## config.mk

```make
export PLATFORM = sky130hd
export DESIGN_NAME = seq_divider
export DESIGN_NICKNAME = d
export VERILOG_FILES = /design/src/rtl/m_ext_pkg.sv /design/src/rtl/div_step.sv /design/src/rtl/seq_divider.sv
export SDC_FILE = /design/constraint.sdc
export NUM_CORES = 1
export LEC_CHECK = 0
export ABC_CLOCK_PERIOD_IN_PS = 4920
export CAP_MARGIN = 10
export CORE_UTILIZATION = 35
export DETAILED_ROUTE_END_ITERATION = 16
export DONT_BUFFER_PORTS = 1
export SYNTH_ARGS = -nofsm -noshare
export SYNTH_HDL_FRONTEND = slang
export SYNTH_HIERARCHICAL = 1
export SYNTH_SLANG_ARGS = --single-unit
```

## constraint.sdc

```tcl
create_clock -name clk -period 4.92 [get_ports clk]
set_input_delay 0.738 -clock clk [delete_from_list [all_inputs] [get_ports clk]]
set_output_delay 0.738 -clock clk [all_outputs]
set_load 0.005 [all_outputs]
```

## src/rtl/m_ext_pkg.sv

```systemverilog
// Shared types and helpers for the M-extension datapath blocks.
package m_ext_pkg;

    typedef enum logic [1:0] {
        DIV_IDLE,
        DIV_CALC,
        DIV_DONE
    } div_state_e;

    localparam int DIV_WIDTH_DEF = 32;

    // Counter width needed to hold the value WIDTH (iteration count).
    function automatic int div_cnt_width(input int width);
        return $clog2(width + 1);
    endfunction

endpackage

```

## src/rtl/div_step.sv

```systemverilog
// One restoring-division step: shift in the next dividend bit, trial-subtract.
module div_step #(
    parameter int WIDTH = 32
) (
    input  logic [WIDTH-1:0] rem_in,
    input  logic [WIDTH-1:0] q_in,
    input  logic [WIDTH-1:0] divisor,
    output logic [WIDTH-1:0] rem_out,
    output logic [WIDTH-1:0] q_out
);

    logic [WIDTH:0] rem_t;

    // The shifted partial remainder keeps its top bit so divisors >= 2^(WIDTH-1)
    // still compare correctly; the difference always fits back into WIDTH bits.
    always_comb begin
        rem_t = {rem_in, q_in[WIDTH-1]};
        if (rem_t >= {1'b0, divisor}) begin
            rem_out = rem_t[WIDTH-1:0] - divisor;
            q_out   = {q_in[WIDTH-2:0], 1'b1};
        end else begin
            rem_out = rem_t[WIDTH-1:0];
            q_out   = {q_in[WIDTH-2:0], 1'b0};
        end
    end

endmodule

```

## src/rtl/seq_divider.sv

```systemverilog
// Iterative radix-2 restoring unsigned divider, one quotient bit per clock.
module seq_divider
    import m_ext_pkg::*;
#(
    parameter int WIDTH = DIV_WIDTH_DEF
) (
    input  logic             clk,
    input  logic             rst,
    input  logic             start,
    input  logic             flush,
    input  logic [WIDTH-1:0] dividend,
    input  logic [WIDTH-1:0] divisor,
    output logic             busy,
    output logic             valid,
    output logic             dbz,
    output logic [WIDTH-1:0] quotient,
    output logic [WIDTH-1:0] remainder
);

    localparam int CNT_W = div_cnt_width(WIDTH);

    div_state_e       state_q, state_d;
    logic [CNT_W-1:0] cnt_q, cnt_d;
    logic [WIDTH-1:0] wrem_q, wrem_d;
    logic [WIDTH-1:0] wquo_q, wquo_d;
    logic [WIDTH-1:0] dvs_q, dvs_d;
    logic [WIDTH-1:0] quo_q, quo_d;
    logic [WIDTH-1:0] rem_q, rem_d;
    logic             dbz_q, dbz_d;

    logic [WIDTH-1:0] step_rem;
    logic [WIDTH-1:0] step_quo;

    div_step #(.WIDTH(WIDTH)) u_step (
        .rem_in  (wrem_q),
        .q_in    (wquo_q),
        .divisor (dvs_q),
        .rem_out (step_rem),
        .q_out   (step_quo)
    );

    // State and datapath registers.
    always_ff @(posedge clk or posedge rst) begin
        if (rst) begin
            state_q <= DIV_IDLE;
            cnt_q   <= '0;
            wrem_q  <= '0;
            wquo_q  <= '0;
            dvs_q   <= '0;
            quo_q   <= '0;
            rem_q   <= '0;
            dbz_q   <= 1'b0;
        end else begin
            state_q <= state_d;
            cnt_q   <= cnt_d;
            wrem_q  <= wrem_d;
            wquo_q  <= wquo_d;
            dvs_q   <= dvs_d;
            quo_q   <= quo_d;
            rem_q   <= rem_d;
            dbz_q   <= dbz_d;
        end
    end

    // Next-state logic. Working registers iterate privately; the visible
    // results are only written on completion so an aborted op leaves them alone.
    always_comb begin
        state_d = state_q;
        cnt_d   = cnt_q;
        wrem_d  = wrem_q;
        wquo_d  = wquo_q;
        dvs_d   = dvs_q;
        quo_d   = quo_q;
        rem_d   = rem_q;
        dbz_d   = dbz_q;

        case (state_q)
            DIV_IDLE: begin
                if (start && !flush) begin
                    if (divisor == '0) begin
                        state_d = DIV_DONE;
                        quo_d   = '1;
                        rem_d   = dividend;
                        dbz_d   = 1'b1;
                    end else begin
                        state_d = DIV_CALC;
                        cnt_d   = CNT_W'(WIDTH);
                        wrem_d  = '0;
                        wquo_d  = dividend;
                        dvs_d   = divisor;
                        dbz_d   = 1'b0;
                    end
                end
            end
            DIV_CALC: begin
                wrem_d = step_rem;
                wquo_d = step_quo;
                cnt_d  = cnt_q - CNT_W'(1);
                if (cnt_q == CNT_W'(1)) begin
                    state_d = DIV_DONE;
                    quo_d   = step_quo;
                    rem_d   = step_rem;
                end
            end
            DIV_DONE: begin
                state_d = DIV_IDLE;
            end
            default: begin
                state_d = DIV_IDLE;
            end
        endcase

        // Flush overrides everything, including a completion on this same edge.
        if (flush) begin
            state_d = DIV_IDLE;
            quo_d   = quo_q;
            rem_d   = rem_q;
            dbz_d   = 1'b0;
        end
    end

    // Outputs decoded from state and result registers.
    always_comb begin
        busy      = (state_q == DIV_CALC);
        valid     = (state_q == DIV_DONE);
        dbz       = dbz_q;
        quotient  = quo_q;
        remainder = rem_q;
    end

endmodule

```

==> summary.md, run 1 <==
| Metric | Value |
|---|---|
| Number of enable flip-flop cells after synthesis | `0` |
| Min cycle time layout | `3.72 ns` |
| Post-Synth Simple-Gate Area | `10.7%` |
| Number of H-tree levels | `4` |
| Number of global-route vias before repair | `6,694` |
| Startpoint Class | `flip-flop` |
| Share of the synthesized area in the top cell type | `43.5%` |
| Fin crit share | `75.6%` |
| Setup Buffers After CTS | `0` |
| Total number of vias | `6,835` |
| Worst Reg-to-Reg Cells | `12` |
| Sequential area share after synthesis | `43.5%` |
| Least-Margin Pin Slew | `1.20 ns` |
| F_max | `269 MHz` |
| Mapped Avg Cell Area | `10.3 um2` |
| Core box area | `27,100 um2` |
| Die Ht | `169 um` |
| YS warnings | `6` |
| Mapped cell area | `9720 um2` |
| Wirelength per Cell | `19.8 um` |
| Setup CP Type | `reg2reg` |
| I/O Buffers | `0` |
| Resize count post-CTS | `0` |
| Dominant cells by area after synthesis | `dfrtp_1 (44%), mux2_4 (5.9%), a22o_1 (5.9%)` |
| Hold-fix buffers at CTS | `0` |
| Multiplexer share of the synthesized area | `12.5%` |
| XOR/XNOR Fraction of Synth Area | `2.43%` |
| Post-synth cell types | `63` |
| Initial Util | `35.9%` |
| Synth Area in Adders | `4.58%` |
| Asr flop ratio synth | `100%` |
| Run status | `finished, final reports clean` |
| Top FF cell, synth | `dfrtp_1` |
| GR Overflow Total | `0` |
| Die span in x | `169 um` |
| Setup_tns | `0 ns` |
| Synth Register Bits | `169` |
| Global-route wire length before repair | `39,900 um` |
| Placed cell area | `9710 um2` |
| Share of cells above drive strength 1 | `13.4%` |
| Die area | `28,400 um2` |
| Critical Path AT | `4.01 ns` |
| HP Class | `in2async` |
| DR iter-0 viols | `552` |
| PwrDens | `636 nW/um2` |
| Mapped Cells | `943` |
| Initial antenna violation count | `0` |
| Avg Vias per Cell | `5.40` |
| Antenna Cells | `0` |
| Nature of the critical path endpoint | `flip-flop` |
| Clock sinks | `169` |
| Drt total wl | `25,100 um` |
| CP Max Fanout | `30` |
| Clock Skews | `0.0126 ns` |
| CTS tree | `built` |
| Final instance area | `10,300 um2` |
| Total CTS buffers | `17` |
| IO Pins | `135` |
| Largest area contributor in the netlist | `dfrtp_1` |
| Row Count | `60` |
| Largest net degree at the start of global routing | `170` |
| MaxCap Viol Count | `0` |
| Final Wtd Congestion | `0.882` |
| RSZ-0062 raised after global routing | `false` |
| Main combinational cell family by area after synthesis | `compound AO/OA/AOI/OAI gates` |
| Total nets after synthesis | `1,046` |
| Reg clk slew, reported paths | `0.07 ns` |
| Fin. Hold Viols | `0` |
| Compound-gate portion of the synthesized area | `18.6%` |
| Clk_lat worst skew | `0.42 ns` |
| # setup viols final | `0` |
| Worst endpoint required time | `5.21 ns` |
| Worst vdd ir | `0.296 mV` |
| Rel. slew slack | `20.3%` |
| Final #Nets | `984` |
| Post-route ant nets | `0` |
| Slew Limit Fails | `0` |
| Remaining DRCs | `0` |
| DP Wirelength | `17,800 um` |
| Clock buffer depth | `2` |
| LEAKAGE | `5.13 nW` |
| Clock root cell | `clkbuf_16` |
| Synthesis-to-finish area growth | `6.45%` |
| Tot GR Track Use | `18.1%` |
| TritonRoute pass-1 iters | `5` |
[layout by cell type (no fill, tap or decap), types with 3 or more instances in the layout]
cell type / count
xnor2_1: 18
o21a_1: 4
o21ai_0: 28
o21bai_1: 4
mux2_4: 38
nor2_1: 94
mux2_2: 24
nand4_1: 11
o211ai_1: 3
o2bb2ai_1: 3
clkinvlp_4: 6
a21o_1: 41
or3_1: 3
a22o_1: 65
nand2_1: 24
a31o_2: 3
clkbuf_16: 17
dfrtp_1: 169
ha_1: 34
a21oi_1: 59
a31oi_1: 5
mux2i_1: 37
a21boi_0: 3
a211oi_1: 3
nand3_1: 41
nor4_1: 10
nor3b_1: 3
nor2b_1: 8
o21ai_1: 20
inv_1: 44
bufinv_16: 4
buf_4: 7
nor3_1: 8
xor2_1: 9
and3_1: 4
[path summary, 6_finish.rpt]
path | end | start | slack, ns
setup / recovery | remainder[2] | wrem_q[10] | 1.20
hold / removal | quotient[5] | rst | 0.35
setup reg to reg | remainder[2] | wrem_q[10] | 1.20
hold reg to reg | wquo_q[31] | wquo_q[31] | 0.49
max in group asynchronous | dvs_q[11] | rst | 3.64
min in group clk | dbz | flush | 0.37
[critical path, cell delays in order (launching register included)]
cell      delay, ns
dfrtp_1        0.40
ha_1           0.42
nand4_1        0.21
nor3_1         0.33
o211ai_1       0.18
nor4b_4        0.18
o21ai_2        0.19
a31oi_4        0.13
o21a_4         0.27
inv_2          0.58
mux2_2         0.46
mux2i_1        0.14
o21ai_0        0.09
[layer usage]
metal | track usage (%) | wire length, um | up-vias
met2 | 26.4 | 10700 | 209
met1 | 25.6 | 11800 | 3375
met3 | 6.10 | 2200 | 21
met5 | 0 | 0 | -
li1 | - | - | 3230
met4 | 4.66 | 345 | 0
[area by class of cell]
class                           count  area (um2)
Multi-Input combinational cell    638        4760
Tap cell                          372         465
Sequential cell                   169        4230
Fill cell                        2679       16800
Timing Repair Buffer                8        72.6
Inverter                           47         180
Clock buffer                       20         447
Clock inverter                     12         189
[flip-flops by register name (all words and copies together), names as in the netlist]
register / cells
wrem_q: 32
quotient: 32
cnt_q: 6
state_q: 2
remainder: 32
wquo_q: 32
dbz: 1
dvs_q: 32
[through the flow]
stage	power [mW]	instances	hold WS, ns	worst slack, ns	util, %
floorplan	4.45	943	0.449	1.86	-
global placement	5.09	1234	0.462	1.30	35.8
detailed placement	5.12	1234	0.473	1.23	35.8
CTS	6.61	1266	0.353	1.20	38.2
global route	7.02	1266	0.345	0.946	38.2
finish	6.58	1266	0.350	1.20	38.2
[where the power goes]
part / total [mW] / switching [mW] / internal (mW)
clock: 1.46 / 0.586 / 0.873
sequential: 2.29 / 0.422 / 1.87
combinational: 2.83 / 1.50 / 1.33
[synthesized netlist by cell type, types with 10 or more instances]
cell type / n
nand4_1: 11
buf_4: 34
dfrtp_1: 169
buf_2: 14
nand2_1: 25
nor4_1: 10
mux2_4: 38
a22o_1: 65
nand3_1: 41
o21ai_0: 28
mux2_2: 24
inv_1: 45
a21oi_1: 60
mux2i_1: 37
buf_6: 10
ha_1: 34
a21o_1: 42
nor2_1: 94
clkbuf_1: 24
o21ai_1: 20
xnor2_1: 18
[kinds of logic after synthesis]
family                   after synthesis
AND/OR/NAND/NOR                      217
XOR/XNOR                              27
buffers and inverters                136
flip-flops                           169
adder cells (fa/ha/maj)               35
multiplexers                          99
AO/OA/AOI/OAI                        260
No activity file was read; power rests on OpenSTA's default activity.
==> run 2, diff against run 1 <==
--- a/config.mk
+++ b/config.mk
@@ -5,7 +5,7 @@
 export SDC_FILE = /design/constraint.sdc
 export NUM_CORES = 1
 export LEC_CHECK = 0
-export ABC_CLOCK_PERIOD_IN_PS = 4920
+export ABC_CLOCK_PERIOD_IN_PS = 3600
 export CAP_MARGIN = 10
 export CORE_UTILIZATION = 35
 export DETAILED_ROUTE_END_ITERATION = 16
==> constraint.sdc (replaced) <==
create_clock -name clk -period 3.6 [get_ports clk]
set_input_delay 0.54 -clock clk [delete_from_list [all_inputs] [get_ports clk]]
set_output_delay 0.54 -clock clk [all_outputs]
set_load 0.005 [all_outputs]
==> run 2 against run 1 <==
Against the previous run: first-iteration DRC count is 22% lower; via count is 0.16% lower; wire length is 0.60% higher; core utilization is 0.31 points higher; cell area is 0.82% higher; sequential share of layout area is 0.33 points lower; combinational power is 37% higher; cell count is 0.79% higher; critical path type unchanged; critical endpoint is now remainder[10]; largest cell class unchanged; largest power group unchanged.
==> summary.md, run 2 (synthesis gave the netlist of run 1 again) <==
| Metric | Value |
|---|---|
| Run status | `finished, final reports clean` |
| I/O Buffers | `0` |
| Clock buffer depth | `2` |
| Row Count | `60` |
| Fin crit share | `93.5%` |
| Clock sinks | `169` |
| Number of H-tree levels | `4` |
| FF/Latch Area | `4230 um2` |
| Worst Reg-to-Reg Cells | `14` |
| Remaining DRCs | `0` |
| Filler cells | `2,685` |
| Met1 WL | `12,600 um` |
| Core box area | `27,100 um2` |
| CP max stage cell | `ha_1` |
| PwrDens | `846 nW/um2` |
| Die Ht | `169 um` |
| Final Util | `38.5%` |
| DR iter-0 viols | `432` |
| Avg Vias per Cell | `5.35` |
| MaxCap Viol Count | `0` |
| Slew Limit Fails | `0` |
| Area occupied by multi-input gates | `4770 um2` |
| Least-Margin Pin Slew | `1.05 ns` |
| Worst path bufs/invs | `3` |
| Setup_tns | `0 ns` |
| Worst vdd ir | `0.380 mV` |
| Hold-fix buffers at CTS | `0` |
| Setup CP Type | `reg2reg` |
| Met2 routed WL | `10,700 um` |
| Top Layer Used | `met4` |
| Die area | `28,400 um2` |
| Final #Nets | `995` |
| Die span in x | `169 um` |
| Setup Buffers After CTS | `0` |
| Clock root cell | `clkbuf_16` |
| Startpoint Class | `flip-flop` |
| Total number of vias | `6,824` |
| Most common cell after layout, fill and taps aside | `dfrtp_1` |
| Worst endpoint required time | `3.89 ns` |
| Total CTS buffers | `17` |
| Nature of the critical path endpoint | `flip-flop` |
| LEAKAGE | `5.19 nW` |
| Met3 wire length | `1690 um` |
| Most frequent cells in the layout | `dfrtp_1 (169), nor2_1 (94), a22o_1 (65)` |
| Largest net degree at the start of global routing | `107` |
| Rel. slew slack | `30.1%` |
| Stages on worst setup path | `14` |
| Tot GR Track Use | `18.2%` |
| Delay-heaviest family, CP | `compound AO/OA/AOI/OAI gates` |
| # setup viols final | `0` |
| Initial Util | `35.9%` |
| Min Hold Slack | `0.136 ns` |
| GR Overflow Total | `0` |
| Critical Path AT | `3.66 ns` |
| Drt total wl | `25,300 um` |
| Wirelength per Cell | `19.8 um` |
| Global-route wire length before repair | `40,200 um` |
| Clock Skews | `0.0109 ns` |
| IO Pins | `135` |
| Final Wtd Congestion | `0.825` |
| CTS tree | `built` |
| HP Class | `in2async` |
| RSZ-0062 raised after global routing | `false` |
| Synthesis-to-finish area growth | `7.33%` |
| Design Power | `8.82 mW` |
| CP Cell Sequence | `inv_1 > ha_1 > nand4_1 > nor3_2 > o211ai_1 > nor4b_4 > o21ai_2 > a31oi_4 > o21a_4 > inv_2 > buf_12 > mux2_2 > mux2i_1 > o21ai_0` |
| Critical path's largest stage delay | `0.42 ns` |
| Fin. Hold Viols | `0` |
| CP Max Fanout | `14` |
| Clk_lat worst skew | `0.42 ns` |
| Initial antenna violation count | `0` |
| Number of global-route vias before repair | `6,816` |
| Antenna Cells | `0` |
| TritonRoute pass-1 iters | `4` |
| F_max | `297 MHz` |
| Min cycle time layout | `3.37 ns` |
| Resize count post-CTS | `0` |
| Reg clk slew, reported paths | `0.07 ns` |
| DP Wirelength | `18,500 um` |
| Share of cells above drive strength 1 | `14.6%` |
| Post-route ant nets | `0` |
run 2: layer usage:
metal	track usage [%]	vias up
met5	0	-
met4	4.47	0
met3	5.31	18
met2	26.3	150
met1	26.4	3410
li1	-	3246
run 2: layout make-up:
type | instances | share of cell area (%)
Tap cell | 372 | 4.46
Clock buffer | 20 | 4.38
Inverter | 47 | 1.73
Sequential cell | 169 | 40.5
Timing Repair Buffer | 19 | 2.09
Multi-Input combinational cell | 638 | 45.7
Clock inverter | 11 | 1.09
run 2: power by group:
part / switching, mW / internal, mW
Combinational: 2.02 / 1.86
Sequential: 0.575 / 2.55
Clock: 0.812 / 1.00
run 2: worst paths after layout:
path | startpoint | end | slack, ns
worst max-delay path | dvs_q[10] | remainder[10] | 0.23
worst min-delay path | rst | quotient[5] | 0.14
worst max register to register | dvs_q[10] | remainder[10] | 0.23
worst min register to register | wquo_q[31] | wquo_q[31] | 0.49
max in group asynchronous | rst | dvs_q[23] | 2.75
min in group clk | flush | dbz | 0.18
run 2: worst register-to-register path, cell delays in order (launching register included):
cell	delay, ns
dfrtp_1	0.35
inv_1	0.08
ha_1	0.42
nand4_1	0.24
nor3_2	0.31
o211ai_1	0.20
nor4b_4	0.19
o21ai_2	0.17
a31oi_4	0.12
o21a_4	0.27
inv_2	0.10
buf_12	0.16
mux2_2	0.39
mux2i_1	0.15
o21ai_0	0.09
run 2: through the flow:
step / worst slack, ns / cells / area [um2]
2_1_floorplan: 0.539 / 943 / 9720
3_3_place_gp: 0.166 / 1245 / 9860
3_5_place_dp: 0.131 / 1245 / 9860
4_1_cts: 0.110 / 1276 / 10400
5_1_grt: 0.0700 / 1276 / 10400
6_report: 0.232 / 1276 / 10400
==> run 3, diff against run 2 <==
--- a/config.mk
+++ b/config.mk
@@ -10,6 +10,8 @@
 export CORE_UTILIZATION = 35
 export DETAILED_ROUTE_END_ITERATION = 16
 export DONT_BUFFER_PORTS = 1
+export GPL_TIMING_DRIVEN = 0
+export RECOVER_POWER = 100
 export SYNTH_ARGS = -nofsm -noshare
 export SYNTH_HDL_FRONTEND = slang
 export SYNTH_HIERARCHICAL = 1
==> run 3 against run 2 <==
Against the previous run: the run now ends with max-capacitance violations, max-slew violations left; die area is the same; maximum frequency shrank 0.83%; wire length grew 5.8%; global-route usage grew 1.1 points; critical path depth grew 1; register-to-register slack lost 0.03 ns; core utilization grew 0.97 points; sequential share of layout area shrank 0.98 points; first-iteration DRC count grew 1.6%; sequential power shrank 3%; combinational power is essentially flat; critical path type unchanged; largest cell class unchanged; largest power group unchanged.
==> summary.md, run 3 (synthesis gave the netlist of run 1 again) <==
| Metric | Value |
|---|---|
| Number of global-route vias before repair | `7,241` |
| Nature of the critical path endpoint | `flip-flop` |
| Share of cells above drive strength 1 | `12.4%` |
| Number of H-tree levels | `4` |
| Hold-fix buffers at CTS | `0` |
| Min cycle time layout | `3.40 ns` |
| DP Wirelength | `20,900 um` |
| Post-route ant nets | `0` |
| Min Hold Slack | `0.144 ns` |
| Design Power | `8.75 mW` |
| Fin crit share | `94.3%` |
| Synthesis-to-finish area growth | `10.0%` |
| Critical path's largest stage delay | `0.40 ns` |
| Clock sinks | `169` |
| DR iter-0 viols | `439` |
| Critical Path AT | `3.69 ns` |
| Die span in x | `169 um` |
| Die area | `28,400 um2` |
| R2r setup slk | `0.20 ns` |
| Global-route wire length before repair | `41,900 um` |
| Slew Limit Fails | `30` |
| Most common cell after layout, fill and taps aside | `dfrtp_1` |
| GR Overflow Total | `0` |
| CP Max Fanout | `11` |
| Die Ht | `169 um` |
| Dpl ws | `-0.0952 ns` |
| Tot GR Track Use | `19.2%` |
| Delay-heaviest family, CP | `simple AND/OR/NAND/NOR gates` |
| Clock Skews | `0.00869 ns` |
| I/O Buffers | `0` |
| Final Worst Setup Slack | `0.204 ns` |
| MaxCap Viol Count | `1` |
| F_max | `294 MHz` |
| Largest net degree at the start of global routing | `42` |
| Worst Reg-to-Reg Cells | `15` |
| PwrDens | `818 nW/um2` |
| Most frequent cells in the layout | `dfrtp_1 (168), nor2_1 (94), a22o_1 (65)` |
| Worst vdd ir | `0.390 mV` |
| CP Cell Sequence | `inv_1 > ha_1 > nand4_1 > a211oi_1 > or3_4 > nor4b_4 > o21ai_2 > a31oi_4 > o21a_4 > inv_2 > buf_6 > buf_12 > mux2_4 > mux2i_1 > o21ai_0` |
| Failing checks | `max-capacitance violations, max-slew violations` |
| # setup viols final | `0` |
| Worst path bufs/invs | `4` |
| Run status | `complete, but fails checks` |
| Core box area | `27,100 um2` |
| Initial Util | `35.9%` |
| Drt total wl | `26,700 um` |
| TritonRoute pass-1 iters | `5` |
| Worst endpoint required time | `3.89 ns` |
| Final #Nets | `1,074` |
| Total CTS buffers | `17` |
| LEAKAGE | `5.32 nW` |
| Least-Margin Pin Slew | `1.82 ns` |
| Clk_lat worst skew | `0.43 ns` |
| RSZ-0062 raised after global routing | `false` |
| Setup_tns | `0 ns` |
| CP max stage cell | `ha_1` |
| Avg Vias per Cell | `5.30` |
| Final Wtd Congestion | `0.876` |
| Remaining DRCs | `0` |
| Clock root cell | `clkbuf_16` |
| Reg clk slew, reported paths | `0.07 ns` |
| HP Class | `in2async` |
| Startpoint Class | `flip-flop` |
| Fin. Hold Viols | `0` |
| Reg-to-reg endpoint | `remainder[30]` |
| Setup CP Type | `reg2reg` |
| Row Count | `60` |
| Total number of vias | `7,183` |
| IO Pins | `135` |
| Antenna Cells | `0` |
| Initial antenna violation count | `0` |
| RR Startpoint | `dvs_q[10]` |
| Final Util | `39.5%` |
| Rel. slew slack | `-21.5%` |
| CTS tree | `built` |
| Wirelength per Cell | `19.7 um` |
| Clock buffer depth | `2` |
run 3: power by group:
part / leakage (nW) / internal (mW) / switching, mW / total (mW)
clock network: 0.266 / 0.968 / 0.842 / 1.81
registers: 2.20 / 2.53 / 0.506 / 3.04
logic: 2.86 / 1.79 / 2.11 / 3.90
run 3: worst max-delay path by stage:
| stage | startpoint | endpoint | slack [ns] | cells past startpoint |
|---|---|---|---|---|
| global placement | rst | dvs_q[23] | -0.13 | 1 |
| finish | dvs_q[10] | remainder[30] | 0.20 | 15 |
| CTS | wrem_q[9] | remainder[30] | 0.02 | 15 |
| floorplan | wrem_q[6] | wrem_q[21] | 0.54 | 13 |
| detailed placement | wrem_q[9] | remainder[30] | -0.1 | 15 |
| global route | dvs_q[11] | remainder[27] | 0.03 | 16 |
run 3: layer usage:
layer / share of wire [%] / track usage, % / up-vias
met3: 7.1 / 5.17 / 20
met2: 45 / 30.6 / 189
met1: 46 / 26.2 / 3559
met4: 1.1 / 3.95 / 0
met5: 0 / 0 / -
li1: - / - / 3415
run 3: area by class of cell:
| class | count | area, um2 |
|---|---|---|
| Buffer | 88 | 515 |
| Clock buffer | 18 | 429 |
| Clock inverter | 14 | 138 |
| Fill cell | 2747 | 16400 |
| Inverter | 47 | 178 |
| Multi-Input combinational cell | 638 | 4650 |
| Sequential cell | 169 | 4230 |
| Tap cell | 372 | 465 |
| Timing Repair Buffer | 10 | 92.6 |
run 3: timing repair:
action / CTS / global route
gates resized for setup: 2 / 5
pin swaps: 0 / 5
endpoints found under the setup margin: 38 / 51
setup buffers: 0 / 6
run 3: stage by stage:
| stage | cell area (um2) | instances |
|---|---|---|
| 6_report | 10700 | 1356 |
| 2_1_floorplan | 9720 | 943 |
| 3_5_place_dp | 10300 | 1319 |
| 3_3_place_gp | 10200 | 1315 |
| 4_1_cts | 10800 | 1351 |
| 5_1_grt | 10700 | 1356 |
